[src/rtl/stopwatch_ctrl.sv]
// Stopwatch front end: synchronizes and debounces the board buttons/switch and runs the
// RUN/PAUSED/ADJUST controller that drives the digit counter's hold, clear and adjust controls.
module stopwatch_ctrl #(
    parameter int unsigned DEBOUNCE_CYCLES = 500000,
    parameter int unsigned ADJ_DIV         = 20000000
) (
    input  logic       clk,
    input  logic       rst,
    input  logic       btn_pause,
    input  logic       btn_reset,
    input  logic       btn_sel,
    input  logic       sw_adj,
    output logic       paused,
    output logic       clr,
    output logic       adj,
    output logic [2:0] adj_sel,
    output logic [3:0] adj_val,
    output logic       adj_we
);

    localparam int unsigned DB_W   = $clog2(DEBOUNCE_CYCLES);
    localparam int unsigned STEP_W = $clog2(ADJ_DIV);
    localparam logic [DB_W-1:0]   DB_MAX   = DB_W'(DEBOUNCE_CYCLES - 1);
    localparam logic [STEP_W-1:0] STEP_MAX = STEP_W'(ADJ_DIV - 1);

    typedef enum logic [1:0] {StPaused, StRun, StAdjust} state_t;

    state_t            state, state_d;
    logic [3:0]        raw, sync1, sync2, db;
    logic [2:0]        db_prev, press;
    logic [DB_W-1:0]   db_cnt [4];
    logic [STEP_W-1:0] step;
    logic              pause_press, rst_press, sel_press, adj_lvl;
    logic [3:0]        adj_lim;

    // Bit order: 0 pause, 1 reset, 2 select, 3 adjust switch.
    assign raw = {sw_adj, btn_sel, btn_reset, btn_pause};

    always_ff @(posedge clk or negedge rst) begin
        if (!rst) begin
            sync1   <= '0;
            sync2   <= '0;
            db      <= '0;
            db_prev <= '0;
            for (int i = 0; i < 4; i++) begin
                db_cnt[i] <= '0;
            end
        end else begin
            sync1   <= raw;
            sync2   <= sync1;
            db_prev <= db[2:0];
            for (int i = 0; i < 4; i++) begin
                if (sync2[i] == db[i]) begin
                    db_cnt[i] <= '0;
                end else if (db_cnt[i] == DB_MAX) begin
                    db[i]     <= sync2[i];
                    db_cnt[i] <= '0;
                end else begin
                    db_cnt[i] <= db_cnt[i] + DB_W'(1);
                end
            end
        end
    end

    assign press       = db[2:0] & ~db_prev;
    assign pause_press = press[0];
    assign rst_press   = press[1];
    assign sel_press   = press[2];
    assign adj_lvl     = db[3];
    assign adj_lim     = (adj_sel[1:0] == 2'd2) ? 4'd5 : 4'd9;

    // A clear press swallows a same-cycle pause press; the switch outranks both.
    always_comb begin
        state_d = state;
        case (state)
            StPaused: begin
                if (adj_lvl) state_d = StAdjust;
                else if (pause_press && !rst_press) state_d = StRun;
            end
            StRun: begin
                if (adj_lvl) state_d = StAdjust;
                else if (pause_press && !rst_press) state_d = StPaused;
            end
            StAdjust: begin
                if (!adj_lvl) state_d = StPaused;
            end
            default: state_d = StPaused;
        endcase
    end

    always_ff @(posedge clk or negedge rst) begin
        if (!rst) begin
            state   <= StPaused;
            paused  <= 1'b1;
            clr     <= 1'b0;
            adj     <= 1'b0;
            adj_sel <= 3'd0;
            adj_val <= 4'd0;
            adj_we  <= 1'b0;
            step    <= '0;
        end else begin
            state  <= state_d;
            paused <= (state_d != StRun);
            adj    <= (state_d == StAdjust);
            clr    <= rst_press;
            adj_we <= 1'b0;
            step   <= '0;
            if (state_d == StAdjust) begin
                if (state != StAdjust) begin
                    adj_sel <= 3'd0;
                    adj_val <= 4'd0;
                end else if (rst_press) begin
                    adj_val <= 4'd0;
                end else if (sel_press) begin
                    adj_sel <= {1'b0, adj_sel[1:0] + 2'd1};
                    adj_val <= 4'd0;
                end else if (step == STEP_MAX) begin
                    adj_val <= (adj_val == adj_lim) ? 4'd0 : adj_val + 4'd1;
                    adj_we  <= 1'b1;
                end else begin
                    step <= step + STEP_W'(1);
                end
            end else if (state == StAdjust && rst_press) begin
                adj_val <= 4'd0;
            end
        end
    end

endmodule

[config.mk]
export PLATFORM = sky130hd
export DESIGN_NAME = stopwatch_ctrl
export DESIGN_NICKNAME = d
export VERILOG_FILES = /design/src/rtl/stopwatch_ctrl.sv
export SDC_FILE = /design/constraint.sdc
export NUM_CORES = 1
export LEC_CHECK = 0
export CAP_MARGIN = 0
export CORE_UTILIZATION = 65
export CTS_CLUSTER_SIZE = 28
export DETAILED_ROUTE_END_ITERATION = 10
export GPL_TIMING_DRIVEN = 0
export PLACE_DENSITY = 0.91
export SLEW_MARGIN = 20
export SYNTH_ARGS = -nofsm -noshare
export SYNTH_HDL_FRONTEND = slang
export SYNTH_SLANG_ARGS = --single-unit
[constraint.sdc]
create_clock -name clk -period 3.3 [get_ports clk]
set_clock_uncertainty 0.15 [all_clocks]
set_input_delay 0.495 -clock clk [delete_from_list [all_inputs] [get_ports clk]]
set_output_delay 0.495 -clock clk [all_outputs]
set_load 0.01 [all_outputs]
Word level (Yosys, flattened, before mapping)
Cells that the tools add are included.
W data, S select, Z words.
{ "totals": {"register_bits": 129, "in_bits": 6, "elab_cells": 97} }
{ "classes": {"add_sub_neg": 7, "n_eq_ne": 18, "n_mux": 35, "n_bitwise": 6, "reduce_logical": 12} }
{ "op_table": {"columns": ["cell", "count"], "rows": [
  ["$mux W19", 8],
  ["$mux W25", 5],
  ["$add A19 B1 Y19 const B", 4],
  ["$eq A19 B19 Y1 const B", 4],
  ["$mux W4", 8],
  ["$add A25 B1 Y25 const B", 1],
  ["$eq A25 B25 Y1 const B", 1],
  ["$mux W2", 5],
  ["$reduce_and A2 Y1", 5],
  ["$mux W3", 3],
  ["$eq A2 B2 Y1 const B", 3],
  ["$pmux W2 S3", 1],
  ["$mux W1", 5],
  ["$ne A5 B3 Y1 const B", 1],
  ["$add A4 B1 Y4 const B", 1],
  ["$eq A1 B1 Y1", 4],
  ["$eq A4 B4 Y1", 1],
  ["$ne A2 B1 Y1 const B", 2],
  ["$not A1 Y1", 4],
  ["$reduce_bool A2 Y1", 2],
  ["$and A3 B3 Y3", 1],
  ["$not A3 Y3", 1],
  ["$reduce_and A3 Y1", 1],
  ["$add A2 B1 Y2 const B", 1],
  ["other kinds (5)", 6]
]} }

Depth between registers and ports, before layout
Gate-level depths: netlist of the first run.
{ "logic_depth": {"depth_word": 10, "ltp_mapped": 7, "depth_no_buf": 7} }

Worst setup path after synthesis of the first run
OpenSTA, ideal clock, no wires.
{ "synth_path": {"path_type": "reg-to-reg", "from": "reg db[1]", "to": "reg adj_val[3]", "setup_ns": 0.068, "t_arrival_ns": 1.773, "required_time_ns": 3.082, "setup_slack_ns": 1.308, "path_stages_with_launch": 6, "path_buffers": 0, "synth_period_minus_slack_ns": 1.992, "cell_sequence": "dfrtp_1 nor2b_1 or3b_4 or4_1 mux2_2 nand3_2"} }
{ "synth_via": {"elab_chain_len": 9} }
{ "synth_lines": {"columns": ["element", "line", "source"], "rows": [
  ["start: declaration", "29", "logic [3:0] raw, sync1, sync2, db;"],
  ["start signal: indexed assignment", "56", "db[i] <= sync2[i];"],
  ["$and A3 B3 Y3 *", "65", "assign press = db[2:0] & ~db_prev;"],
  ["net press[1]", "30", "logic [2:0] db_prev, press;"],
  ["$logic_not A1 Y1", "78, 82", null],
  ["$logic_and A1 B1 Y1", "78, 82", null],
  ["$mux W2 (on tied branches)", "82, 78", null],
  ["$mux W2 (on tied branches)", "81, 77", null],
  ["$pmux W2 S3", "75", "case (state)"],
  ["$eq A2 B2 Y1", "108", "if (state_d == StAdjust) begin"],
  ["$ne A5 B3 Y1 (no source line) or $reduce_bool A2 Y1 (tied branches)", null, null],
  ["$reduce_and A2 Y1 (no source line)", null, null],
  ["end signal: assignment", "118", "adj_val <= (adj_val == adj_lim) ? 4'd0 : adj_val + 4'd1;"],
  ["end: declaration", "17", "output logic [3:0] adj_val,"]
]} }
The timed path passes the listed nets; every way through them passes the cells marked *.
A chain may end at the register's enable or synchronous reset.

Worst setup path after layout of the first run
{ "layout_path": {"from": "reg step[17]", "to": "reg step[3]"} }
{ "layout_via": {"elab_chain_len": 6} }
{ "layout_lines": {"columns": ["element", "line", "source"], "rows": [
  ["start: declaration", "32", "logic [STEP_W-1:0] step;"],
  ["start signal: assignment", "121", "step <= step + STEP_W'(1);"],
  ["$eq A25 B25 Y1", "117", "end else if (step == STEP_MAX) begin"],
  ["$mux W25", "117", null],
  ["$mux W25", "114", "end else if (sel_press) begin"],
  ["$mux W25", "112", "end else if (rst_press) begin"],
  ["$mux W25", "109", "if (state != StAdjust) begin"],
  ["$mux W25", "108", null]
]} }
Every way passes these cells.

==> results.py, run 1 <==
metrics = {
    "timing": {
        "rsz0062_at_grt": "no",
        "setup_viol": 0,
        "finalHoldViolations": 0,
        "fin_crit_sh_pct": 70.60,
        "fin_hold_ws_ns": 0.2039,
        "final-max-slew-violation-count": 0,
        "slew_headroom_pct": 43.99,
        "fin_crit_ns": 2.330,
        "fmax_mhz": 429.2,
        "worstMarginPinSlew_ns": 0.8338,
        "fin_setup_tns_ns": 0,
    },
    "place": {
        "place_congestion": 0.7891,
        "port-buffer-count": 15,
        "hpwlAfterDp_um": 7692,
    },
    "pwr": {
        "p_leak_uw": 0.002992,
        "pwr_density_cell_nw_per_um2": 527.7,
        "irDropWorstVdd_uv": 563.9,
        "totalPowerFinal_uw": 3629,
    },
    "yosys": {
        "synth_edf_count": 0,
        "postSynth.asyncResetShare_pct": 100.0,
        "netlist_area_um2": 5939,
        "synth_flop_cell": "dfrtp_1",
        "syn-num-nets": 602,
        "synth.avg_cell_area_um2": 10.10,
        "synthDistinctLibCells": 45,
        "synth-seq-cells": 128,
        "yosys_warnings": 0,
        "yosysSeqAreaShare_pct": 53.95,
        "syn_inst": 588,
    },
    "setup_path": {
        "cp-startpoint": "step[17]",
        "arrival_ns": 2.58,
        "cp.required_ns": 3.55,
        "rrSetupSlack_ns": 0.97,
        "end_kind": "register",
        "path_max_fanout": 10,
        "endpoint": "step[3]",
        "cp-start-kind": "register",
        "cp_slowest_cell": "or3_1",
        "r2r-start": "step[17]",
        "r2r-end": "step[3]",
        "r2r_cells": 6,
        "cpPeakStageDelay_ns": 0.51,
        "path_cells": "nor4b_1 -> nand4_1 -> or3_1 -> nand2_1 -> buf_2 -> nor2_1",
        "path_class": "register to register",
    },
    "global_route": {
        "grt_pass1_wl_um": 22280,
        "grt_max_degree": 68,
        "antenna_found_initial": 0,
        "grtUsageTotal_pct": 29.88,
        "grt-ovfl-total": 0,
        "grt_pass1_vias": 4681,
    },
    "floorplanning": {
        "initial_core_util_pct": 67.78,
        "die_area_um2": 9524,
        "die_w_um": 97.59,
        "row_count": 34,
        "core_region_area_um2": 8763,
        "ios": 17,
        "die_h_um": 97.59,
    },
    "clock_tree": {
        "cts_tree": "yes",
        "clkTransAtPathRegs_ns": 0.06,
        "cts_sinks": 128,
        "postCtsSetupBuffers": 0,
        "cts_buffers": 17,
        "cts_hold_buf": 1,
        "cts_resized": 0,
        "htreeDepth": 4,
        "worst_skew_pair.late_latency_ns": 0.53,
        "clockBufferDepth": 2,
        "root_buffer": "clkbuf_8",
    },
    "outcome": {
        "outcome": "finished, final reports clean",
    },
    "min_path": {
        "hp-class": "register to register",
        "worstHoldStart": "sync1[0]",
    },
    "cells_and_area": {
        "drive_above_1_share_pct": 9.748,
        "diodes": 0,
        "layout_commonest_cell": "dfrtp_1",
        "regArea_um2": 3204,
        "mostFrequentLayoutCells": "127 x dfrtp_1, 126 x nor2_1, 60 x xor2_1",
        "area_growth_pct": 15.78,
        "final_nets": 638,
        "fillers": 505,
        "multi_input_area_um2": 2601,
    },
    "detailed_routing": {
        "first_pass_iters": 6,
        "via_count": 4456,
        "wl_per_cell_um": 17.53,
        "routed_wl_um": 13040,
        "vias_per_cell": 5.989,
        "drt_iter0_drc": 314,
        "drtAntennaViolNets": 0,
        "drc_errors": 0,
    },
    "job": {
        "drv_cap": 0,
    },
}
-- synth_stat cells, types with 6 or more instances --
library cell	instances	share of area (%)
dfrtp_1	127	54
nor2_1	126	8.0
xor2_1	60	8.8
nand3_1	42	3.5
nand2_1	40	2.5
xnor2_1	35	5.2
nand4_1	28	2.9
inv_1	17	1.1
nor3_1	15	1.3
and3_1	14	1.5
buf_2	10	0.84
and4_1	8	1.2
ha_1	8	1.7
nor4b_1	6	0.88
-- per-layer routing --
layer  track usage (%)  wire length (um)
met1             36.61              5373
met2             50.89              6754
met3             7.050               602
met4             12.33               312
met5                 0                 0
-- per-stage QoR --
step                instance area (um^2)  instances  utilization (%)  worst slack (ns)
detailed placement                  6254        712            71.36             1.051
finish                              6877        744            78.47            0.9703
CTS                                 6877        744            78.47            0.9969
global route                        6877        744            78.47            0.7798
global placement                    6225        711            71.03            -3.101
floorplan                           5939        588                -             1.308
-- logic make-up (layout without fill, tap and decap cells) --
| family | after synthesis | count (layout) | share of synthesized area, % |
|---|---|---|---|
| mux | 6 | 6 | 1.116 |
| simple gates | 306 | 306 | 25.34 |
| xor+xnor | 95 | 95 | 14.01 |
| buf+inv | 30 | 78 | 2.254 |
| fa+ha+maj | 8 | 8 | 1.685 |
| flops | 128 | 128 | 53.95 |
| compound gates | 14 | 14 | 1.580 |
| other cells | 1 | 1 | 0.06314 |
-- how the worst min path moves through the flow --
| stage | end | slack (ns) | depth (start not counted) |
|---|---|---|---|
| 2_1_floorplan | adj | 0.05 | 0 |
| 3_3_place_gp | sync2[3] | 0.19 | 0 |
| 3_5_place_dp | sync2[0] | 0.19 | 0 |
| 4_1_cts | sync2[0] | 0.20 | 0 |
| 5_1_grt | sync2[0] | 0.22 | 0 |
| 6_report | sync2[0] | 0.20 | 0 |
-- flip-flops by register name (all words and copies together), names as in the netlist --
signal,count
adj,1
adj_sel,2
adj_val,4
adj_we,1
clr,1
db,4
db_cnt,76
db_prev,3
paused,1
state,2
step,25
sync1,4
sync2,4
-- final cells by class --
cell class              count  area share, %
repair buffers             17          2.747
clock buffers              22          7.023
clock inverters             9          1.892
multi-input cells         430          37.83
plain buffers              13          1.019
inverters                  17         0.9279
flip-flops and latches    128          46.60
well taps                 108          1.965
-- worst max-delay path, delay by kind of cell (launching register included) --
kind	cells	cell delay (ns)
simple gates	5	1.37
flops	1	0.43
buf+inv	1	0.25
-- where the power goes --
group	switching [uW]	leakage (uW)	internal, uW
clock network	690	0.000291	1240
logic	60.6	0.000944	28.3
registers	17.7	0.00176	1590
total	768	0.00299	2860
No activity file was read; power rests on OpenSTA's default activity.
==> run 2, diff against run 1 <==
Settings changed: CORE_UTILIZATION 65 to 61, PLACE_DENSITY 0.91 to 0.87.
Clock period 3.3 ns to 2.4 ns, I/O delays scaled along.
==> results.py, run 2 (synthesis gave the netlist of run 1 again) <==
metrics = {
    "clock_tree": {
        "clockBufferDepth": 2,
        "cts_tree": "yes",
        "worst_skew_pair.late_latency_ns": 0.52,
        "root_buffer": "clkbuf_8",
        "cts_sinks": 128,
        "postCtsSetupBuffers": 0,
        "cts_buffers": 17,
        "htreeDepth": 4,
        "clkTransAtPathRegs_ns": 0.06,
    },
    "detailed_routing": {
        "vias_per_cell": 5.648,
        "drtAntennaViolNets": 0,
        "drc_errors": 0,
        "drt_iter0_drc": 226,
        "first_pass_iters": 4,
        "routed_wl_um": 12000,
        "wl_per_cell_um": 15.66,
        "via_count": 4326,
    },
    "pwr": {
        "comb_power_share_pct": 2.4,
        "totalPowerFinal_uw": 5013,
        "pwr_density_cell_nw_per_um2": 722.6,
        "irDropWorstVdd_uv": 657.2,
        "switchingPower_uw": 1093,
        "clkPwrFrac_pct": 53.6,
        "pwr-share-seq_pct": 44.0,
        "internal_power_uw": 3921,
        "swShare_pct": 21.80,
        "p_leak_uw": 0.003017,
    },
    "floorplanning": {
        "core_region_area_um2": 9328,
        "die_w_um": 100.7,
        "row_count": 35,
        "die_area_um2": 10140,
        "initial_core_util_pct": 63.68,
        "die_h_um": 100.7,
        "ios": 17,
    },
    "outcome": {
        "outcome": "finished, final reports clean",
    },
    "setup_path": {
        "r2r-start": "step[0]",
        "arrival_ns": 2.51,
        "cp-startpoint": "step[0]",
        "cp.required_ns": 2.65,
        "r2r_cells": 7,
        "cp-start-kind": "register",
        "end_kind": "register",
        "r2r-end": "step[16]",
        "rrSetupSlack_ns": 0.14,
        "path_class": "register to register",
        "path_max_fanout": 10,
    },
    "global_route": {
        "grt_pass1_vias": 4400,
        "grt-ovfl-total": 0,
        "grt_pass1_wl_um": 20460,
        "antenna_found_initial": 0,
        "grtUsageTotal_pct": 26.20,
        "grt_max_degree": 78,
    },
    "cells_and_area": {
        "drive_above_1_share_pct": 10.36,
        "regMostFlops": "db_cnt",
        "diodes": 0,
        "top_regs": "db_cnt: 76 flops, step: 25 flops",
        "area_growth_pct": 16.81,
        "largest_reg_flops": 76,
        "fin_area_um2": 6938,
        "stdcell_count": 766,
        "layout_commonest_cell": "dfrtp_1",
        "final_nets": 638,
        "mostFrequentLayoutCells": "127 x dfrtp_1, 126 x nor2_1, 60 x xor2_1",
    },
    "min_path": {
        "hp-class": "input port to register",
        "worstHoldStart": "sw_adj",
        "hold_depth": 1,
        "holdPathEnd": "sync1[3]",
    },
    "timing": {
        "fin_crit_sh_pct": 94.14,
        "setup_viol": 0,
        "fin_crit_ns": 2.259,
        "worstMarginPinSlew_ns": 0.7143,
        "slew_headroom_pct": 52.01,
        "fmax_mhz": 442.6,
        "setup_slack_ns": 0.1406,
        "rsz0062_at_grt": "no",
        "fin_hold_ws_ns": 0.1225,
        "finalHoldViolations": 0,
        "final-max-slew-violation-count": 0,
    },
    "place": {
        "place_ws_ns": 0.1315,
        "port-buffer-count": 15,
        "dp.cells": 733,
        "hpwlAfterDp_um": 7551,
        "postPlaceCellArea_um2": 6280,
        "place_congestion": 0.8345,
    },
    "job": {
        "drv_cap": 0,
    },
}
## run 2: changes by cell type in the layout (fill, tap and decap cells not counted), sizes merged
cell | previous run | this run
clkbuf | 23 | 18
clkinv | 2 | 3
inv | 17 | 21
bufinv | 3 | 4
## run 2: timing repair
item / 4_1_cts / 5_1_grt
endpoints found under the setup margin: 0 / 21
hold buffers: 1 / 0
endpoints found under the hold margin: 51 / 0
resized for setup: 0 / 4
## run 2: worst max-delay path: stages, from the launching register on
cell,delay [ns]
dfrtp_1,0.40
ha_1,0.25
and4_1,0.25
nand2_1,0.10
or3_1,0.45
nand2_1,0.20
buf_2,0.25
nor2_1,0.08
## run 2: area by class of cell
cell class / count / area, um^2
sequential: 128 / 3204
multi-input combinational: 430 / 2628
fill: 576 / 2390
clock buffer: 17 / 414.1
clock inverter: 15 / 207.7
timing repair buffer: 17 / 188.9
tap: 129 / 161.4
buffer: 13 / 70.07
inverter: 17 / 63.81
## run 2: worst max-delay path by stage
stage,to,slack [ns],cells after the start
detailed placement,step[18],0.13,6
floorplan,adj_val[3],0.41,5
global route,step[18],0.02,7
CTS,step[23],0.11,6
finish,step[16],0.14,7
global placement,db_cnt[33],-3.85,1
## run 2: stage by stage
stage | TNS, ns | util (%)
final | 0 | 74.38
after global routing | 0 | 74.38
after CTS | 0 | 74.10
after detailed placement | 0 | 67.32
after global placement | -490.14 | 67.02
after floorplan | 0 | -
## run 2: metal layers
metal	routed length, um	track usage, %
met1	5171	31.41
met2	6252	46.63
met3	433	6.935
met4	137	7.246
met5	0	0
## run 2: power groups by stage
stage          clock [uW]  combinational, uW  sequential [uW]
5_1_grt              2800                141             2210
3_5_place_dp            0                122             2240
4_1_cts              2710                125             2200
3_3_place_gp            0                110             2240
6_report             2690                122             2200
2_1_floorplan           0               52.5             2240
